[config.mk]
export PLATFORM = sky130hd
export DESIGN_NAME = seq_table_counter
export DESIGN_NICKNAME = d
export VERILOG_FILES = /design/src/rtl/seq_table_counter.sv
export SDC_FILE = /design/constraint.sdc
export NUM_CORES = 1
export LEC_CHECK = 0
export CAP_MARGIN = 20
export CORE_MARGIN = 3
export CORE_UTILIZATION = 60
export DETAILED_ROUTE_END_ITERATION = 16
export PLACE_DENSITY = 0.88
export SKIP_LAST_GASP = 1
export SYNTH_ARGS = -nofsm -noshare
export SYNTH_HDL_FRONTEND = slang
export SYNTH_SLANG_ARGS = --single-unit
[constraint.sdc]
create_clock -name clk -period 7.8 [get_ports clk]
set_clock_uncertainty 0.1 [all_clocks]
set_input_delay 2.34 -clock clk [delete_from_list [all_inputs] [get_ports clk]]
set_output_delay 2.34 -clock clk [all_outputs]
set_load 0.02 [all_outputs]
[src/rtl/seq_table_counter.sv]
// Table-driven sequence counter: an index walks a writable value table in wrap,
// hold or ping-pong order and F presents the registered entry at that index.
module seq_table_counter #(
  parameter int DATA_W = 8,
  parameter int DEPTH  = 8,
  parameter int ADDR_W = 3
) (
  input  logic              clk,
  input  logic              rst,
  input  logic              en,
  input  logic              restart,
  input  logic [1:0]        mode,
  input  logic [ADDR_W-1:0] len,
  input  logic              wr_en,
  input  logic [ADDR_W-1:0] wr_addr,
  input  logic [DATA_W-1:0] wr_data,
  output logic [DATA_W-1:0] F,
  output logic [ADDR_W-1:0] idx,
  output logic              last,
  output logic              done,
  output logic              evt
);

  localparam int MEM_AW = (DEPTH > 2) ? $clog2(DEPTH) : 1;
  localparam logic [ADDR_W:0]   DEPTH_W  = (ADDR_W + 1)'(DEPTH);
  localparam logic [ADDR_W-1:0] LAST_IDX = ADDR_W'(DEPTH - 1);
  localparam logic [ADDR_W-1:0] IDX_ZERO = {ADDR_W{1'b0}};
  localparam logic [ADDR_W-1:0] IDX_ONE  = ADDR_W'(1'b1);
  localparam logic [1:0]        MODE_HOLD = 2'b01;
  localparam logic [1:0]        MODE_PING = 2'b10;

  typedef enum logic {DIR_UP = 1'b0, DIR_DOWN = 1'b1} dir_t;

  logic [DATA_W-1:0] mem_r [DEPTH];
  logic [DATA_W-1:0] f_r;
  logic [ADDR_W-1:0] idx_r;
  dir_t              dir_r;
  logic              last_r;
  logic              done_r;
  logic              evt_r;

  logic [ADDR_W-1:0] len_eff_s;
  logic [ADDR_W-1:0] nxt_idx_s;
  dir_t              nxt_dir_s;
  logic              nxt_done_s;
  logic              nxt_evt_s;
  logic              load_f_s;
  logic              wr_ok_s;

  assign len_eff_s = ({1'b0, len} >= DEPTH_W) ? LAST_IDX : len;
  assign wr_ok_s   = ({1'b0, wr_addr} < DEPTH_W);

  // Next index, direction and status for this edge (restart beats en).
  always_comb begin
    nxt_idx_s  = idx_r;
    nxt_dir_s  = dir_r;
    nxt_done_s = done_r;
    nxt_evt_s  = 1'b0;
    load_f_s   = 1'b0;
    if (restart) begin
      nxt_idx_s  = IDX_ZERO;
      nxt_dir_s  = DIR_UP;
      nxt_done_s = 1'b0;
      load_f_s   = 1'b1;
    end else if (en) begin
      load_f_s = 1'b1;
      if (idx_r > len_eff_s) begin
        // len shrank below the current index: resynchronise from the start
        nxt_idx_s  = IDX_ZERO;
        nxt_dir_s  = DIR_UP;
        nxt_done_s = 1'b0;
      end else begin
        case (mode)
          MODE_HOLD: begin
            nxt_dir_s = DIR_UP;
            if (done_r) begin
              load_f_s = 1'b0;
            end else if (idx_r < len_eff_s) begin
              nxt_idx_s = idx_r + IDX_ONE;
              if ((idx_r + IDX_ONE) == len_eff_s) begin
                nxt_done_s = 1'b1;
                nxt_evt_s  = 1'b1;
              end else begin
                nxt_done_s = 1'b0;
              end
            end else begin
              nxt_done_s = 1'b1;
              nxt_evt_s  = 1'b1;
            end
          end
          MODE_PING: begin
            nxt_done_s = 1'b0;
            if (len_eff_s == IDX_ZERO) begin
              nxt_idx_s = IDX_ZERO;
            end else if (dir_r == DIR_UP) begin
              if (idx_r < len_eff_s) begin
                nxt_idx_s = idx_r + IDX_ONE;
              end else begin
                nxt_idx_s = idx_r - IDX_ONE;
                nxt_dir_s = DIR_DOWN;
                nxt_evt_s = 1'b1;
              end
            end else begin
              if (idx_r > IDX_ZERO) begin
                nxt_idx_s = idx_r - IDX_ONE;
              end else begin
                nxt_idx_s = idx_r + IDX_ONE;
                nxt_dir_s = DIR_UP;
                nxt_evt_s = 1'b1;
              end
            end
          end
          default: begin
            nxt_dir_s  = DIR_UP;
            nxt_done_s = 1'b0;
            if (idx_r < len_eff_s) begin
              nxt_idx_s = idx_r + IDX_ONE;
            end else begin
              nxt_idx_s = IDX_ZERO;
              nxt_evt_s = 1'b1;
            end
          end
        endcase
      end
    end else begin
      load_f_s = 1'b0;
    end
  end

  // Value table: cleared on reset, written whenever the strobe hits a valid address.
  always_ff @(posedge clk) begin
    if (rst) begin
      for (int i = 0; i < DEPTH; i++) begin
        mem_r[i] <= {DATA_W{1'b0}};
      end
    end else if (wr_en && wr_ok_s) begin
      mem_r[wr_addr[MEM_AW-1:0]] <= wr_data;
    end else begin
      mem_r <= mem_r;
    end
  end

  // Sequencer state and registered outputs; F reads the pre-write table.
  always_ff @(posedge clk) begin
    if (rst) begin
      f_r    <= {DATA_W{1'b0}};
      idx_r  <= IDX_ZERO;
      dir_r  <= DIR_UP;
      last_r <= (len_eff_s == IDX_ZERO);
      done_r <= 1'b0;
      evt_r  <= 1'b0;
    end else begin
      idx_r  <= nxt_idx_s;
      dir_r  <= nxt_dir_s;
      last_r <= (nxt_idx_s == len_eff_s);
      done_r <= nxt_done_s;
      evt_r  <= nxt_evt_s;
      if (load_f_s) begin
        f_r <= mem_r[nxt_idx_s[MEM_AW-1:0]];
      end else begin
        f_r <= f_r;
      end
    end
  end

  assign F    = f_r;
  assign idx  = idx_r;
  assign last = last_r;
  assign done = done_r;
  assign evt  = evt_r;

endmodule

== Word-level counts from Yosys, hierarchy flattened ==
Index checks and enable logic that the tools add are counted.

* Add/sub/neg operators: 2
* Magnitude comparators: 6
* Eq/ne operators: 5
* Muxes and demuxes: 39
* Bitwise gates (word level): 3
* Reduce and logical (&&, ||, !) cells: 5

{| class="wikitable"
|+ Operators with widths
! operator !! number
|-
| 64-bit bitwise mux || 1
|-
| 3-bit two-way mux || 10
|-
| 8-bit binary-select mux with 3-bit select || 1
|-
| 8-bit demux with 3-bit select || 1
|-
| 8-bit two-way mux || 3
|-
| 1-bit two-way mux || 21
|-
| 4-bit >= comparator (second input constant) || 2
|-
| 3-bit NOT with 4-bit output || 2
|-
| 3-bit equality test || 2
|-
| 3-bit case mux with 2 select lines || 1
|-
| 4-bit by 1-bit < comparator with 1-bit output (second input constant) || 1
|-
| 4-bit OR reduction || 1
|-
| 3-bit by 1-bit adder with 3-bit output (second input constant) || 1
|-
| 3-bit by 1-bit greater-than comparator with 1-bit output (second input constant) || 1
|-
| 3-bit greater-than comparator || 1
|-
| 3-bit zero test || 1
|-
| 3-bit < comparator || 1
|-
| 3-bit inequality test (second input constant) || 1
|-
| 3-bit by 1-bit subtractor with 3-bit output (second input constant) || 1
|-
| 2-bit by 1-bit equality test with 1-bit output (second input constant) || 1
|-
| 2-bit equality test (second input constant) || 1
|-
| 1-bit case mux with 2 select lines || 1
|-
| 2-bit AND reduction || 1
|-
| 2-bit OR reduction || 1
|-
| 2 further kinds || 2
|}

* Flip-flop bits (word level): 79
* Bits of input ports: 21
* Output and inout bits: 14
* Word-level logic and storage cells: 74

== Logic depth before layout (Yosys ltp) ==
* Depth after elaboration: 12
* Depth in mapped cells: 15
* Gate-level depth less buffers: 13

== Worst setup path after synthesis ==
OpenSTA, ideal clock, no wires.

* Path kind: input to register
* Start point: input port len[1]
* End point: register f_r[4] (netlist: F[4])
* Setup time: 0.122 ns
* Arrival time: 5.066 ns
* Required time: 7.578 ns
* Setup slack: 2.512 ns
* Cell stages on the path: 14
* Path through: inv_1 ha_1 nand2b_1 a21oi_2 inv_2 ha_1 o21ai_0 a221o_1 a41oi_4 buf_2 mux2_1 nor2_1 a21oi_1 a221o_1

* Longest elaborated chain between the ends: 12
* Elaborated cells between the ends (all ways): 20
* Classes of those cells: order compare: 2; mux: 16; bitwise: 1; reduce/logical: 1

{| class="wikitable"
|+ Ends and longest elaborated chain
! item !! RTL line !! RTL
|-
| from (decl) || 13 || <nowiki>input logic [ADDR_W-1:0] len,</nowiki>
|-
| 3-bit < comparator || 78, 96, 116 ||
|-
| 3-bit two-way mux || 96 || <nowiki>if (idx_r < len_eff_s) begin</nowiki>
|-
| 3-bit two-way mux || 95 || <nowiki>end else if (dir_r == DIR_UP) begin</nowiki>
|-
| 3-bit two-way mux || 93 || <nowiki>if (len_eff_s == IDX_ZERO) begin</nowiki>
|-
| 3-bit case mux with 2 select lines || 73 || <nowiki>case (mode)</nowiki>
|-
| 3-bit two-way mux || 67 || <nowiki>if (idx_r > len_eff_s) begin</nowiki>
|-
| 3-bit two-way mux || 65 || <nowiki>end else if (en) begin</nowiki>
|-
| 3-bit two-way mux || 60 || <nowiki>if (restart) begin</nowiki>
|-
| 3-bit NOT with 4-bit output (not written as such) || 159 || <nowiki>f_r <= mem_r[nxt_idx_s[MEM_AW-1:0]];</nowiki>
|-
| 8-bit binary-select mux with 3-bit select || 159 ||
|-
| 8-bit two-way mux (not written as such) (2 in a row) || 159 ||
|-
| to (signal assigned) || 146 || <nowiki>f_r <= {DATA_W{1'b0}};</nowiki>
|-
| to (signal assigned) || 159 ||
|-
| to (signal assigned) || 161 || <nowiki>f_r <= f_r;</nowiki>
|-
| to (decl) || 35 || <nowiki>logic [DATA_W-1:0] f_r;</nowiki>
|}

Several ways; a longest one is shown, not always the timed one. The select of a mux whose other input is x is not followed.
A chain may end at the register's enable or synchronous reset.

== Final worst setup path ==
* Start point: input port len[1]
* End point: register f_r[1] (netlist: F[1])

Same word-level chain as after synthesis.

==> out/qor.yml <==
run_status: "complete, no violations"
grt_remaining_overflow: 0
combPwrFrac: 0.151
synth.ff_latch_count: 79
postRouteAntennaNets: 0
floorplan.io_pins: 35
timing_max_transition_violations_final: 0
clkPwrFrac: 0.350
drc: 0
yosysWarningCount: 0
first_global_vias: 3388
async_set_or_reset_flop_fraction_in_the_synthesized_netlist: 0
synth.largest_area_cell: "sky130_fd_sc_hd__dfxtp_1"
worst_slew_margin_rel: 0.316
aggregate_negative_setup_slack_ps: 0
final_period_minus_worst_setup_slack_ps: 6240
synth_edf_count: 0
p_switching_mw: 0.233
synth_area_per_cell_sq_um: 7.99
power_per_cell_area_nw_per_um2: 190
crit_path_end_kind: "register"
wirelength_mm: 10.3
worstMarginPinSlew_ps: 1020
maximum_clock_insertion_buffer_count: 2
drtPass1Iterations: 5
most-common-layout-cells: "sky130_fd_sc_hd__nand2_1, sky130_fd_sc_hd__dfxtp_1, sky130_fd_sc_hd__a21oi_1, sky130_fd_sc_hd__nor2_1, sky130_fd_sc_hd__clkdlybuf4s50_1"
gp_congestion: 0.896
place.port_buffers: 34
route.detailed.vias_per_inst: 6.11
cts-hold-fix-buffers: 0
finalHoldViolations: 0
drive_above_1_share: 0.0703
intPower_mw: 0.610
grt_setup_unrepaired: "no"
finalNetCount: 538
critical_path_peak_fanout: 26
worst_skew_pair.late_latency_ps: 360
track_usage: 0.285
static-leakage-power_nw: 1.64
die_height_um: 86.6
total_power_draw_mw: 0.843
syn_inst: 488
reg2reg_setup_slack_ps: 3630
ir_drop_v: 0.000152
fillerInstances: 478
cts-resized-gates: 0
maxCapViolations: 0
switching_share: 0.276
synth.yosys.seq_area_share: 0.406
coreArea_sq_um: 6100
drt_first_iter_violations: 319
setup_viol_count_final: 0
synth-main-ff-cell: "sky130_fd_sc_hd__dfxtp_1"
htree_num_levels: 3
post_cts_buffers: 0
cts_tree: "done"
dieWidth_um: 86.6
dpl.hpwl_mm: 6.99
die_area_sq_um: 7500
initial_antenna_violation_count: 0
clk_root_buffer_cell: "sky130_fd_sc_hd__clkbuf_8"
flow.area_growth_from_synthesis_pct: 13.6
leading_cell_type_in_the_layout_fill_and_taps_excluded: "sky130_fd_sc_hd__nand2_1"
syn-cell-area_sq_um: 3900
yosysTopAreaCellShare: 0.406
row_count: 28
clkTransAtPathRegs_ps: 80
route.detailed.wl_per_inst_um: 17.6
clock_buffer_count_from_cts: 9
critical_path_class: "in -> reg"
clock-sinks: 79
route.vias.total: 3588
top_area_cells_in_the_synthesized_netlist: "sky130_fd_sc_hd__dfxtp_1, sky130_fd_sc_hd__nand2_1, sky130_fd_sc_hd__a21oi_1, sky130_fd_sc_hd__mux2i_1, sky130_fd_sc_hd__mux2_2"
crit_path_required_time_ps: 7940
synth.net_count: 518
min_path_type: "reg -> reg"
final_core_utilization: 0.726
final-seq-area_sq_um: 1580
grt_pass1_wl_mm: 16.5
final_min_period_over_clock_period: 0.801
power_frac_seq: 0.498
floorplan.initialDensity: 0.640
max_clock_freq_mhz: 160
antenna_cells_inserted: 0
grt_max_degree: 75
ys_types: 50
critical_path.startpoint_type: "input pin"
arrival_ps: 6380
multi_input_area_sq_um: 2160
-- worst paths after layout --
| check | from | endpoint | cells past startpoint |
|---|---|---|---|
| min | mem_r[36]$_SDFFE_PP0P_ | mem_r[36]$_SDFFE_PP0P_ | 2 |
| max reg2reg | idx[0]$_SDFF_PP0_ | F[1]$_SDFFE_PP0P_ | 13 |
| max | len[1] | F[1]$_SDFFE_PP0P_ | 14 |
| min reg2reg | mem_r[36]$_SDFFE_PP0P_ | mem_r[36]$_SDFFE_PP0P_ | 2 |
-- sequential cells by signal, summed over array words and instances, names as in the netlist --
signal and count:
done 1, mem_r 64, idx 3, evt 1
last 1, dir_r 1, F 8
-- cell type report --
cell class	count	share of cell area
Timing Repair Buffer	38	0.0825
Tap cell	75	0.0212
Clock inverter	5	0.0136
Inverter	10	0.00848
Sequential cell	79	0.357
Clock buffer	10	0.0288
Multi-Input combinational cell	370	0.488
-- per-stage QoR --
stage	std cells	hold slack, ps	setup WS (ps)	cell area [sq um]
after floorplan	488	332	2510	3900
after global placement	572	340	1300	4240
after detailed placement	572	346	1230	4240
after CTS	587	356	1590	4430
after global routing	587	377	1310	4430
final	587	358	1560	4430
-- synth_stat cells (2+ instances only) --
| cell | number |
|---|---|
| sky130_fd_sc_hd__inv_1 | 9 |
| sky130_fd_sc_hd__xnor2_1 | 5 |
| sky130_fd_sc_hd__mux2_1 | 3 |
| sky130_fd_sc_hd__a31oi_1 | 2 |
| sky130_fd_sc_hd__a22oi_1 | 2 |
| sky130_fd_sc_hd__mux2_2 | 13 |
| sky130_fd_sc_hd__a21oi_1 | 73 |
| sky130_fd_sc_hd__buf_2 | 3 |
| sky130_fd_sc_hd__a2111oi_0 | 3 |
| sky130_fd_sc_hd__and2_1 | 7 |
| sky130_fd_sc_hd__nand2_1 | 123 |
| sky130_fd_sc_hd__nor2_1 | 39 |
| sky130_fd_sc_hd__clkbuf_1 | 15 |
| sky130_fd_sc_hd__ha_1 | 9 |
| sky130_fd_sc_hd__nor3_1 | 6 |
| sky130_fd_sc_hd__nand3_1 | 6 |
| sky130_fd_sc_hd__nor2b_1 | 7 |
| sky130_fd_sc_hd__a221o_1 | 9 |
| sky130_fd_sc_hd__buf_1 | 8 |
| sky130_fd_sc_hd__dfxtp_1 | 79 |
| sky130_fd_sc_hd__buf_6 | 2 |
| sky130_fd_sc_hd__nor4b_1 | 2 |
| sky130_fd_sc_hd__mux2i_1 | 24 |
| sky130_fd_sc_hd__nand3b_1 | 2 |
| sky130_fd_sc_hd__o21ai_0 | 6 |
| sky130_fd_sc_hd__nand2b_1 | 7 |
-- critical path, cell delays in order --
cell and delay [ps]:
sky130_fd_sc_hd__clkdlybuf4s50_1 570, sky130_fd_sc_hd__inv_1 90, sky130_fd_sc_hd__ha_1 300, sky130_fd_sc_hd__nand2b_1 80, sky130_fd_sc_hd__a21oi_2 280, sky130_fd_sc_hd__inv_2 120, sky130_fd_sc_hd__ha_1 290, sky130_fd_sc_hd__o21ai_0 70
sky130_fd_sc_hd__a221o_1 340, sky130_fd_sc_hd__a41oi_4 860, sky130_fd_sc_hd__buf_4 360, sky130_fd_sc_hd__mux2i_1 200, sky130_fd_sc_hd__a21oi_1 100, sky130_fd_sc_hd__a221o_1 380
-- power groups by stage --
| stage | clock network (mW) | logic [mW] | registers, mW |
|---|---|---|---|
| after floorplan | 0 | 0.0815 | 0.431 |
| after global placement | 0 | 0.123 | 0.429 |
| after global routing | 0.310 | 0.138 | 0.421 |
| after CTS | 0.297 | 0.125 | 0.420 |
| after detailed placement | 0 | 0.124 | 0.430 |
| final | 0.296 | 0.127 | 0.420 |
-- metal layers --
layer	wire length, um	track usage	up-vias
li1	-	-	1707
met5	0	0	-
met1	4260	0.368	1663
met3	880	0.0656	31
met4	339	0.122	0
met2	4870	0.455	187
-- cell families (layout without fill, tap and decap cells) --
group | count (synthesis) | count (layout) | share of synthesized area
xor+xnor | 6 | 6 | 0.0135
mux | 40 | 40 | 0.108
fa+ha+maj | 9 | 9 | 0.0289
buf+inv | 39 | 63 | 0.0427
compound gates | 111 | 111 | 0.179
simple gates | 204 | 204 | 0.222
flops | 79 | 79 | 0.406
No activity file was read; power rests on OpenSTA's default activity.
